===== config.mk =====
export PLATFORM = sky130hd
export DESIGN_NAME = hazard_controller
export DESIGN_NICKNAME = d
export VERILOG_FILES = /design/src/rtl/hazard_controller_pkg.sv /design/src/rtl/hazard_controller_sat_counter.sv /design/src/rtl/hazard_controller.sv
export SDC_FILE = /design/constraint.sdc
export NUM_CORES = 1
export LEC_CHECK = 0
export BUFFER_PORTS_ARGS = -buffer_cell sky130_fd_sc_hd__buf_2
export CORE_MARGIN = 1
export CORE_UTILIZATION = 59
export CTS_CLUSTER_SIZE = 20
export DETAILED_ROUTE_END_ITERATION = 6
export PLACE_DENSITY = 0.85
export REMOVE_ABC_BUFFERS = 1
export SYNTH_ARGS = -nofsm -noshare
export SYNTH_HDL_FRONTEND = slang
export SYNTH_SLANG_ARGS = --single-unit

===== constraint.sdc =====
create_clock -name clk -period 4 [get_ports clk]
set_clock_uncertainty 0.05 [all_clocks]
set_input_delay 0.2 -clock clk [delete_from_list [all_inputs] [get_ports clk]]
set_output_delay 0.2 -clock clk [all_outputs]
set_load 0.01 [all_outputs]

===== src/rtl/hazard_controller_pkg.sv =====
// pipe_ctrl_pkg: shared pipeline-control types and constants
package pipe_ctrl_pkg;
  typedef enum logic [1:0] {RUN, MEM_WAIT, FAULT} hz_state_t;
  localparam logic [31:0] NOP_INSTR = 32'h00000013;
endpackage


===== src/rtl/hazard_controller_sat_counter.sv =====
// sat_counter: saturating up-counter with synchronous clear
module sat_counter #(
  parameter int W = 32
) (
  input  logic         clk,
  input  logic         rst_n,
  input  logic         clr,
  input  logic         inc,
  output logic [W-1:0] q
);
  // clear wins over increment; hold once all-ones
  always_ff @(posedge clk or negedge rst_n)
    if (!rst_n) q <= '0;
    else if (clr) q <= '0;
    else if (inc && !(&q)) q <= q + 1'b1;
endmodule


===== src/rtl/hazard_controller.sv =====
// hazard_controller: stall/flush sequencing for the five-stage pipeline
module hazard_controller
  import pipe_ctrl_pkg::*;
#(
  parameter int CNT_W   = 32,
  parameter int TIMEOUT = 255
) (
  input  logic             clk,
  input  logic             rst_n,
  input  logic [4:0]       rs1_d,
  input  logic [4:0]       rs2_d,
  input  logic [4:0]       rd_e,
  input  logic             memread_e,
  input  logic             branch_taken_e,
  input  logic             dmem_req_m,
  input  logic             dmem_ready_m,
  input  logic             counter_clr,
  output logic             stall_f,
  output logic             stall_d,
  output logic             stall_e,
  output logic             stall_m,
  output logic             flush_d,
  output logic             flush_e,
  output logic             flush_w,
  output logic             mem_timeout,
  output logic [CNT_W-1:0] stall_cycles,
  output logic [CNT_W-1:0] flush_count
);
  localparam int WW = $clog2(TIMEOUT + 1);
  hz_state_t state, state_nx;
  logic [WW-1:0] wait_cnt, wait_cnt_nx;
  logic memwait, loaduse, halt, br_flush;
  assign memwait  = dmem_req_m & ~dmem_ready_m;
  assign loaduse  = memread_e & (rd_e != '0) & ((rd_e == rs1_d) | (rd_e == rs2_d));
  assign halt     = (state == FAULT) | memwait;
  assign br_flush = rst_n & ~halt & branch_taken_e;
  assign mem_timeout = state == FAULT;
  // priority-ordered Mealy controls: reset, fault/memwait, branch, load-use
  always_comb
    {stall_f, stall_d, stall_e, stall_m, flush_d, flush_e, flush_w} =
      !rst_n         ? 7'b0000_111 :
      halt           ? 7'b1111_001 :
      branch_taken_e ? 7'b0000_110 :
      loaduse        ? 7'b1100_010 : 7'b0000_000;
  // wait tracking: leaving MEM_WAIT on ready or withdrawn request, fault at the limit
  always_comb begin
    state_nx    = state;
    wait_cnt_nx = wait_cnt;
    if (state == RUN && memwait) begin
      state_nx    = MEM_WAIT;
      wait_cnt_nx = WW'(1);
    end else if (state == MEM_WAIT) begin
      if (!memwait) begin
        state_nx    = RUN;
        wait_cnt_nx = '0;
      end else if (wait_cnt == WW'(TIMEOUT)) state_nx = FAULT;
      else wait_cnt_nx = wait_cnt + 1'b1;
    end
  end
  // state and wait counter registers
  always_ff @(posedge clk or negedge rst_n)
    if (!rst_n) begin
      state    <= RUN;
      wait_cnt <= '0;
    end else begin
      state    <= state_nx;
      wait_cnt <= wait_cnt_nx;
    end
  sat_counter #(.W(CNT_W)) u_stall_cnt (
    .clk(clk), .rst_n(rst_n), .clr(counter_clr), .inc(stall_f), .q(stall_cycles)
  );
  sat_counter #(.W(CNT_W)) u_flush_cnt (
    .clk(clk), .rst_n(rst_n), .clr(counter_clr), .inc(br_flush), .q(flush_count)
  );
endmodule


==> results of run 1 <==
## placed cells by master (no fill, tap or decap), drive strengths merged, types with 4 or more instances in the layout
cell	instances
buf	98
dfrtp	74
nor2	59
nand2	37
a21oi	34
nand3	31
xnor2	25
or4	20
o31ai	18
o21ai	18
nand4	13
clkbuf	12
nor2b	11
xor2	11
mux2	11
nor4	11
nor3	10
and4	8
nor3b	8
and3	7
and2	7
nor4b	7
inv	6
or3	4
## critical path: stages (launching register included)
cell	delay, ns
dfrtp_1	0.47
nand2b_1	0.15
nand2_1	0.10
and2_1	0.22
a21oi_4	0.91
inv_1	0.11
buf_2	0.19
## power groups by stage
stage          Sequential [mW]  Clock (mW)  Combinational (mW)
3_3_place_gp             0.772           0              0.0955
4_1_cts                  0.757       0.734               0.101
3_5_place_dp             0.772           0              0.0998
6_report                 0.758       0.728              0.0993
2_1_floorplan            0.772           0              0.0416
5_1_grt                  0.758       0.766               0.112
## per-stage QoR
stage               setup WS (ns)  hold WS, ns  cells
floorplan                    1.25       -0.146    454
global placement             1.32       0.0459    651
detailed placement           1.23       0.0454    651
CTS                          1.26        0.223    668
global route                 1.03        0.243    668
finish                       1.25        0.220    668
## timing repair
action	CTS	global route
hold endpoints to repair	16	0
resized for setup	0	0
hold buffers	1	0
## worst max path at each step
stage	cells after the start	slack (ns)	endpoint	start
floorplan	7	1.25	u_stall_cnt.q[29]$_DFFE_PN0P_	u_stall_cnt.q[0]$_DFFE_PN0P_
global placement	7	1.32	u_stall_cnt.q[23]$_DFFE_PN0P_	rd_e[1]
detailed placement	7	1.23	u_stall_cnt.q[8]$_DFFE_PN0P_	rd_e[1]
CTS	6	1.26	stall_d	state[1]$_DFFE_PN0P_
global route	6	1.03	stall_f	state[1]$_DFFE_PN0P_
finish	6	1.25	stall_d	state[1]$_DFFE_PN0P_
## cells by family (layout without fill, tap and decap cells)
| group | after synthesis | after routing |
|---|---|---|
| simple gates | 241 | 241 |
| compound gates | 81 | 81 |
| flops | 74 | 74 |
| buf+inv | 30 | 121 |
| mux | 13 | 13 |
| xor+xnor | 36 | 36 |
| fa+ha+maj | 3 | 3 |
## registers in the layout (all words and copies together), names as in the netlist
| signal | flops |
|---|---|
| wait_cnt | 8 |
| u_flush_cnt.q | 32 |
| u_stall_cnt.q | 32 |
| state | 2 |
## routing by layer
layer	up-vias	share of wire (%)	wire [um]
met4	0	1.1	116
met1	1950	45	4700
met5	-	0	0
li1	1916	-	-
met3	9	4.5	472
met2	119	50	5220
## cell type report
cell class	instances	area, um2
multi-input combinational	374	2400
fill	572	2090
sequential	74	1850
timing repair buffer	99	515
clock buffer	12	155
tap	99	124
clock inverter	4	97.6
inverter	6	22.5
==> flow_summary_export.csv, run 1 <==
group,metric,value,unit
floorplan,pin_count,94,
worst_setup_path,cp_data_required_time,3.75,ns
global_routing,grt_pass1_vias,3608,
placed_design,hpwlAfterDp,7260,um
final_layout,design_area,0.00516,mm2
logic_synthesis,synthFlopType,"dfrtp_1",
global_routing,antenna_found_initial,0,
sta,period_needed,2.75,ns
drt,wire_per_inst,15.7,um
logic_synthesis,synth_edf_count,0,
logic_synthesis,synth_warnings,0,
floorplan,die_y,88.5,um
logic_synthesis,synth_top_area_cell,"dfrtp_1",
worst_setup_path,start_kind,"flop",
drt,vias,3994,
global_routing,grt_util_met1,36.6,%
sta,worst_slew_pin_slew,1.21,ns
placed_design,dpl_cell_area,0.00490,mm2
status,status,"complete, no violations",
worst_setup_path,crit_arrival,2.50,ns
logic_synthesis,synth_top_area_share,42.0,%
clocking,cts-root-buf,"clkbuf_8",
placed_design,place.gp.congestion,0.814,
logic_synthesis,ys_seq_area_share,42.0,%
worst_setup_path,r2r_end,"u_stall_cnt.q[8]$_DFFE_PN0P_",
drt,ant_nets,0,
drt,drtIter0Drc,261,
global_routing,grtUsageTotal,27.1,%
global_routing,grt_pass1_wl,16600,um
drt,drt-total-wl,10500,um
drt,vias_per_cell,5.98,
power,power_frac_clock,45.9,%
logic_synthesis,synth_mux_area_share,3.26,%
worst_hold_path,hp-class,"primary input to asynchronous set/reset pin",
clocking,htree_levels,3,
power,power,1.59,mW
logic_synthesis,synth_area,0.00441,mm2
final_layout,drive_gt1_share,23.4,%
sta,rsz0062_at_grt,"false",
worst_setup_path,rr_worst_depth,6,
clocking,path_clk_slew,0.07,ns
global_routing,grtUsageMet2,44.5,%
clocking,clock_latency,0.35,ns
floorplan,start_util,60.8,%
logic_synthesis,synth_top_family_by_area,"simple AND/OR/NAND/NOR gates",
worst_setup_path,criticalPathCategory,"flop to output pin",
clocking,cts_tree,"done",
final_layout,syn_to_final_growth,17.1,%
logic_synthesis,ys_ff_latch,74,
sta,setup_violations,0,
sta,finalHoldViolations,0,
clocking,numCtsBuffers,9,
logic_synthesis,synthAdderAreaFrac,0.851,%
power,p_sw,0.350,mW
sta,slew-limit-headroom,19.5,%
clocking,clock-sinks,74,
logic_synthesis,avgSynthCellArea,9.23,um2
power,p_comb_share,6.3,%
clocking,clockBufferDepth,2,
logic_synthesis,synth_most_common_cell,"dfrtp_1",
power,power_density,307,mW/mm2
worst_setup_path,rrSetupSlack,1.41,ns
power,vdd_drop_max,0.000189,V
final_layout,final_util,71.2,%
global_routing,busiest_layer,"met2",
sta,min_period_over_period,68.8,%
floorplan,die_w,88.5,um
floorplan,fp.dieArea,0.00783,mm2
global_routing,use_met3,4.38,%
clocking,cts_setup_buffers,0,
final_layout,final_nets,589,
logic_synthesis,synth-compound-area-share,11.4,%
global_routing,grt_max_degree,59,
power,p_leak,2.34,nW
logic_synthesis,synth_xor_area_share,7.15,%
floorplan,core,0.00725,mm2
logic_synthesis,synthTopCellsByArea,"dfrtp_1, xnor2_1, nor2_1",
power,seq_power_share,47.8,%
power,p_int,1.23,mW
logic_synthesis,synth_common_cells,"dfrtp_1, nor2_1, nand2_1, a21oi_1, nand3_1",
worst_setup_path,r2r-start,"state[1]$_DFFE_PN0P_",
logic_synthesis,synth_cell_types,52,
drt,drc,0,
global_routing,gr-total-overflow,0,
worst_setup_path,cp-end-kind,"output pin",
sta,max_freq,363,MHz
logic_synthesis,synth-simple-area-share,31.7,%
logic_synthesis,synth-async-reset-ratio,100,%
drt,dr.pass1.iters,5,
sta,tns,0,ns
final_layout,insertedDiodeCount,0,
placed_design,io_buffers,93,
job,maxCapViolations,0,
logic_synthesis,netlist_instances,478,
sta,maxSlewViolCount,0,
worst_setup_path,cp_max_fo,54,
power,swShare,22.1,%
floorplan,rows,31,
No activity file was read; power rests on OpenSTA's default activity.
==> run 2, diff against run 1 <==
--- a/config.mk
+++ b/config.mk
@@ -7,10 +7,10 @@
 export LEC_CHECK = 0
 export BUFFER_PORTS_ARGS = -buffer_cell sky130_fd_sc_hd__buf_2
 export CORE_MARGIN = 1
-export CORE_UTILIZATION = 59
+export CORE_UTILIZATION = 55
 export CTS_CLUSTER_SIZE = 20
 export DETAILED_ROUTE_END_ITERATION = 6
-export PLACE_DENSITY = 0.85
+export PLACE_DENSITY = 0.8
 export REMOVE_ABC_BUFFERS = 1
 export SYNTH_ARGS = -nofsm -noshare
 export SYNTH_HDL_FRONTEND = slang
==> constraint.sdc (replaced) <==
create_clock -name clk -period 2.9 [get_ports clk]
set_clock_uncertainty 0.05 [all_clocks]
set_input_delay 0.145 -clock clk [delete_from_list [all_inputs] [get_ports clk]]
set_output_delay 0.145 -clock clk [all_outputs]
set_load 0.01 [all_outputs]
==> flow_summary_export.csv, run 2 (same netlist as run 1, synthesis figures left out) <==
group,metric,value,unit
sta,finalHoldViolations,0,
placed_design,dp.cells,656,
power,p_int,1.57,mW
clocking,numCtsBuffers,9,
drt,drtIter0Drc,299,
sta,tns,0,ns
clocking,cts_tree,"done",
drt,drc,0,
final_layout,layout_commonest_cell,"buf_2",
power,power_frac_clock,42.2,%
clocking,cts_resized,0,
clocking,clockBufferDepth,2,
clocking,clock-sinks,74,
placed_design,hpwlAfterDp,7210,um
floorplan,fp.dieArea,0.00838,mm2
drt,drt-total-wl,10300,um
worst_setup_path,crit_arrival,2.45,ns
worst_setup_path,r2r_end,"u_stall_cnt.q[27]$_DFFE_PN0P_",
floorplan,start_util,57.1,%
global_routing,grt_pass1_vias,3774,
final_layout,insertedDiodeCount,0,
sta,setup_violations,0,
worst_setup_path,rr_worst_depth,8,
power,seq_power_share,50.9,%
final_layout,largestRegisters,"u_flush_cnt.q x32, u_stall_cnt.q x32, wait_cnt x8",
status,status,"complete, no violations",
sta,max_freq,439,MHz
power,vdd_drop_max,0.000293,V
drt,wire_per_inst,15.3,um
power,p_leak,2.34,nW
clocking,cts-root-buf,"clkbuf_8",
clocking,htree_levels,3,
final_layout,multi_input_area,0.00240,mm2
final_layout,final_nets,591,
final_layout,drive_gt1_share,23.5,%
worst_hold_path,hp-class,"primary input to asynchronous set/reset pin",
worst_setup_path,cp_data_required_time,3.08,ns
sta,slew-limit-headroom,43.4,%
clocking,clock_latency,0.35,ns
power,swShare,23.5,%
drt,ant_nets,0,
sta,rsz0062_at_grt,"false",
final_layout,nFillCells,645,
drt,dr.pass1.iters,4,
final_layout,syn_to_final_growth,17.1,%
clocking,path_clk_slew,0.08,ns
sta,setup_slack,0.621,ns
global_routing,grt_pass1_wl,17500,um
drt,vias_per_cell,5.88,
worst_setup_path,rrSetupSlack,0.62,ns
sta,period_needed,2.28,ns
worst_setup_path,r2r-start,"u_stall_cnt.q[0]$_DFFE_PN0P_",
power,p_comb_share,6.9,%
sta,min_period_over_period,78.6,%
worst_setup_path,start_kind,"flop",
job,maxCapViolations,0,
final_layout,final_cell_mix,"buf_2, dfrtp_1, nor2_1",
worst_setup_path,cp_max_fo,25,
drt,vias,3954,
floorplan,die_w,91.6,um
global_routing,gr-total-overflow,0,
sta,worst_slew_pin_slew,0.848,ns
placed_design,io_buffers,93,
floorplan,core,0.00773,mm2
final_layout,final_cell_count_no_fill,673,
global_routing,antenna_found_initial,0,
global_routing,grtUsageTotal,25.8,%
power,p_sw,0.482,mW
power,power_density,398,mW/mm2
floorplan,rows,32,
sta,maxSlewViolCount,0,
placed_design,dp_slack,0.652,ns
floorplan,pin_count,94,
worst_setup_path,cp-end-kind,"flop",
final_layout,regArea,0.00185,mm2
placed_design,place.gp.congestion,0.812,
clocking,cts_setup_buffers,0,
floorplan,die_y,91.6,um
worst_setup_path,criticalPathCategory,"flop to flop",
global_routing,grt_max_degree,68,
## run 2: metrics by stage
step	total power, mW	utilization [%]	cell area, um2	hold WS [ns]
6_report	2.05	66.9	5170	0.119
2_1_floorplan	1.12	-	4270	-0.201
3_5_place_dp	1.21	64.0	4950	-0.0594
4_1_cts	2.07	66.9	5170	0.112
3_3_place_gp	1.20	64.0	4950	-0.0589
5_1_grt	2.13	66.9	5170	0.128
## run 2: what timing repair did
action / 4_1_cts / 5_1_grt
endpoints found under the hold margin: 7 / 0
hold buffers: 1 / 0
endpoints found under the setup margin: 0 / 0
## run 2: power by group through the flow
| stage | combinational, mW | sequential, mW | clock (mW) |
|---|---|---|---|
| detailed placement | 0.142 | 1.06 | 0 |
| CTS | 0.144 | 1.04 | 0.879 |
| global placement | 0.138 | 1.06 | 0 |
| floorplan | 0.0574 | 1.06 | 0 |
| global route | 0.159 | 1.05 | 0.930 |
| finish | 0.142 | 1.04 | 0.867 |
## run 2: layout make-up
cell class	instances	area share, %
clock buffers	11	2.54
clock inverters	5	1.53
inverters	6	0.436
multi-input cells	374	46.4
flip-flops and latches	74	35.8
well taps	102	2.47
repair buffers	101	10.8
## run 2: worst max-delay path by stage
| stage | from | to | slack, ns | cells past startpoint |
|---|---|---|---|---|
| CTS | u_stall_cnt.q[0]$_DFFE_PN0P_ | u_stall_cnt.q[29]$_DFFE_PN0P_ | 0.63 | 8 |
| global placement | u_stall_cnt.q[0]$_DFFE_PN0P_ | u_stall_cnt.q[5]$_DFFE_PN0P_ | 0.70 | 8 |
| detailed placement | u_stall_cnt.q[0]$_DFFE_PN0P_ | u_stall_cnt.q[5]$_DFFE_PN0P_ | 0.65 | 8 |
| finish | u_stall_cnt.q[0]$_DFFE_PN0P_ | u_stall_cnt.q[27]$_DFFE_PN0P_ | 0.62 | 8 |
| global route | u_stall_cnt.q[0]$_DFFE_PN0P_ | u_stall_cnt.q[5]$_DFFE_PN0P_ | 0.44 | 8 |
| floorplan | u_stall_cnt.q[0]$_DFFE_PN0P_ | u_stall_cnt.q[29]$_DFFE_PN0P_ | 0.15 | 7 |
## run 2: layer usage
metal	wire length [um]	vias to the layer above	global-route usage, %
met4	174	0	8.73
li1	-	1918	-
met5	0	-	0
met1	4720	1917	34.3
met3	431	17	4.52
met2	4960	102	42.3
## run 2: critical path: stages, from the launching register on
cell and delay (ns):
dfrtp_1 0.42, ha_1 0.21, nand2_1 0.15, nor4_1 0.31, nand3_1 0.21, nor2_2 0.15
buf_4 0.27, nor4_1 0.09, mux2_1 0.32
==> run 3, diff against run 2 <==
--- a/config.mk
+++ b/config.mk
@@ -7,10 +7,10 @@
 export LEC_CHECK = 0
 export BUFFER_PORTS_ARGS = -buffer_cell sky130_fd_sc_hd__buf_2
 export CORE_MARGIN = 1
-export CORE_UTILIZATION = 55
+export CORE_UTILIZATION = 50
 export CTS_CLUSTER_SIZE = 20
 export DETAILED_ROUTE_END_ITERATION = 6
-export PLACE_DENSITY = 0.8
+export PLACE_DENSITY = 0.77
 export REMOVE_ABC_BUFFERS = 1
 export SYNTH_ARGS = -nofsm -noshare
 export SYNTH_HDL_FRONTEND = slang
==> constraint.sdc (replaced) <==
create_clock -name clk -period 2 [get_ports clk]
set_clock_uncertainty 0.05 [all_clocks]
set_input_delay 0.1 -clock clk [delete_from_list [all_inputs] [get_ports clk]]
set_output_delay 0.1 -clock clk [all_outputs]
set_load 0.01 [all_outputs]
==> flow_summary_export.csv, run 3 (same netlist as run 1, synthesis figures left out) <==
group,metric,value,unit
drt,ant_nets,0,
power,vdd_drop_max,0.000330,V
clocking,htree_levels,3,
floorplan,core,0.00838,mm2
placed_design,io_buffers,93,
global_routing,grtUsageTotal,25.9,%
clocking,path_clk_slew,0.09,ns
clocking,clock-sinks,74,
sta,finalHoldViolations,0,
worst_setup_path,rrSetupSlack,-0.07,ns
worst_setup_path,r2r-start,"u_stall_cnt.q[5]$_DFFE_PN0P_",
drt,vias_per_cell,5.91,
sta,period_needed,2.07,ns
power,p_comb_share,9.4,%
power,p_sw,0.777,mW
status,status,"finished, violations left",
worst_setup_path,start_kind,"flop",
clocking,clockBufferDepth,2,
final_layout,design_area,0.00609,mm2
placed_design,dpl_cell_area,0.00542,mm2
drt,wire_per_inst,17.1,um
clocking,cts-root-buf,"clkbuf_8",
drt,vias,4447,
worst_setup_path,cp_data_required_time,2.24,ns
worst_setup_path,r2r_end,"u_stall_cnt.q[26]$_DFFE_PN0P_",
sta,rsz0062_at_grt,"true",
sta,maxSlewViolCount,0,
sta,setup_violations,14,
global_routing,antenna_found_initial,0,
final_layout,layout_commonest_cell,"buf_2",
worst_setup_path,crit_chain,"nand4_4 -> buf_6 -> nor4_4 -> and2_4 -> nand3_1 -> or4_1 -> a21oi_2",
power,p_leak,2.84,nW
clocking,numCtsBuffers,9,
worst_hold_path,hold_depth,2,
final_layout,drive_gt1_share,39.3,%
global_routing,grt_pass1_vias,3959,
drt,drtIter0Drc,378,
floorplan,fp.dieArea,0.00920,mm2
sta,min_period_over_period,103,%
placed_design,hpwlAfterDp,7980,um
final_layout,final_cell_mix,"buf_2, dfrtp_1, buf_4",
sta,whs,0.0655,ns
worst_setup_path,cp-end-kind,"flop",
placed_design,place.gp.congestion,0.836,
worst_setup_path,cp_top_family,"simple AND/OR/NAND/NOR gates",
clocking,cts_tree,"done",
power,p_int,2.07,mW
power,power,2.85,mW
final_layout,final_nets,667,
final_layout,final_cell_count_no_fill,752,
global_routing,gr-total-overflow,0,
global_routing,grt_pass1_wl,18400,um
floorplan,die_w,95.9,um
floorplan,die_y,95.9,um
drt,drt-total-wl,12800,um
worst_setup_path,rr_worst_depth,7,
power,swShare,27.3,%
status,violations,"negative setup slack",
clocking,clock_latency,0.37,ns
worst_hold_path,min_to,"u_flush_cnt.q[10]$_DFFE_PN0P_",
sta,tns,-0.444,ns
sta,setup_slack,-0.0683,ns
worst_setup_path,criticalPathCategory,"flop to flop",
sta,max_freq,483,MHz
floorplan,start_util,52.6,%
final_layout,nFillCells,595,
worst_hold_path,hp-class,"primary input to flop",
floorplan,rows,33,
final_layout,largestRegisters,"u_flush_cnt.q x32, u_stall_cnt.q x32, wait_cnt x8",
global_routing,grt_max_degree,71,
worst_setup_path,crit_path_max_incr_delay,0.44,ns
sta,worst_slew_pin_slew,0.639,ns
drt,dr.pass1.iters,4,
placed_design,dp.cells,716,
power,seq_power_share,53.2,%
floorplan,pin_count,94,
sta,slew-limit-headroom,57.4,%
job,maxCapViolations,0,
final_layout,syn_to_final_growth,38.0,%
worst_hold_path,min_from,"counter_clr",
final_layout,insertedDiodeCount,0,
worst_setup_path,crit_buf_inv,1,
worst_setup_path,crit_arrival,2.31,ns
power,power_frac_clock,37.5,%
worst_setup_path,slowest_stage,"or4_1",
drt,drc,0,
power,power_density,468,mW/mm2
worst_setup_path,cp_max_fo,4,
## run 3: cell count changes in the layout (fill, tap and decap cells not counted), moves of 5 or more
| cell | delta |
|---|---|
| buf_4 | +62 |
| or4_4 | +5 |
| a21oi_2 | +7 |
| buf_6 | +5 |
| and4_1 | -5 |
| clkbuf_16 | +5 |
| a21oi_1 | -7 |
| or4_1 | -5 |
## run 3: what timing repair did
action | 4_1_cts | 5_1_grt
hold endpoints to repair | 5 | 0
gates cloned | 0 | 6
hold buffers | 2 | 0
setup endpoints to repair | 13 | 51
setup buffers | 0 | 12
pin swaps | 2 | 21
resized for setup | 8 | 58
## run 3: worst max path at each step
stage	slack, ns	from	to	cells past startpoint
floorplan	-0.75	u_stall_cnt.q[0]$_DFFE_PN0P_	u_stall_cnt.q[29]$_DFFE_PN0P_	7
global placement	0.03	u_stall_cnt.q[0]$_DFFE_PN0P_	u_stall_cnt.q[22]$_DFFE_PN0P_	8
detailed placement	-0.04	rd_e[4]	u_stall_cnt.q[19]$_DFFE_PN0P_	9
CTS	-0.003	state[0]$_DFFE_PN0P_	flush_e	9
global route	-0.14	u_stall_cnt.q[1]$_DFFE_PN0P_	u_stall_cnt.q[26]$_DFFE_PN0P_	8
finish	-0.07	u_stall_cnt.q[5]$_DFFE_PN0P_	u_stall_cnt.q[26]$_DFFE_PN0P_	7
## run 3: final cells by class
class                   instances  area, um2  share of cell area, %
multi-input cells             374       2630                   43.3
inverters                       6       25.0                  0.411
repair buffers                177       1270                   20.9
well taps                     105        131                   2.16
flip-flops and latches         74       1850                   30.4
clock buffers                  10        128                   2.10
clock inverters                 6       43.8                  0.720
## run 3: metrics by stage
stage / setup WS [ns] / utilization (%)
finish: -0.0683 / 72.6
CTS: -0.00262 / 67.3
global placement: 0.0254 / 64.6
detailed placement: -0.0369 / 64.6
floorplan: -0.747 / -
global route: -0.142 / 72.6
## run 3: power by group through the flow
stage | combinational (mW) | clock [mW] | sequential [mW]
floorplan | 0.0832 | 0 | 1.54
global placement | 0.220 | 0 | 1.54
detailed placement | 0.226 | 0 | 1.54
CTS | 0.233 | 1.08 | 1.51
global route | 0.294 | 1.14 | 1.51
finish | 0.267 | 1.07 | 1.51
## run 3: routing by layer
metal / GRT usage [%] / vias up / part of all wire, %
met5: 0 / - / 0
met4: 10.3 / 0 / 2.5
met3: 4.90 / 35 / 5.4
met1: 34.9 / 2185 / 44
li1: - / 2070 / -
met2: 41.2 / 157 / 48
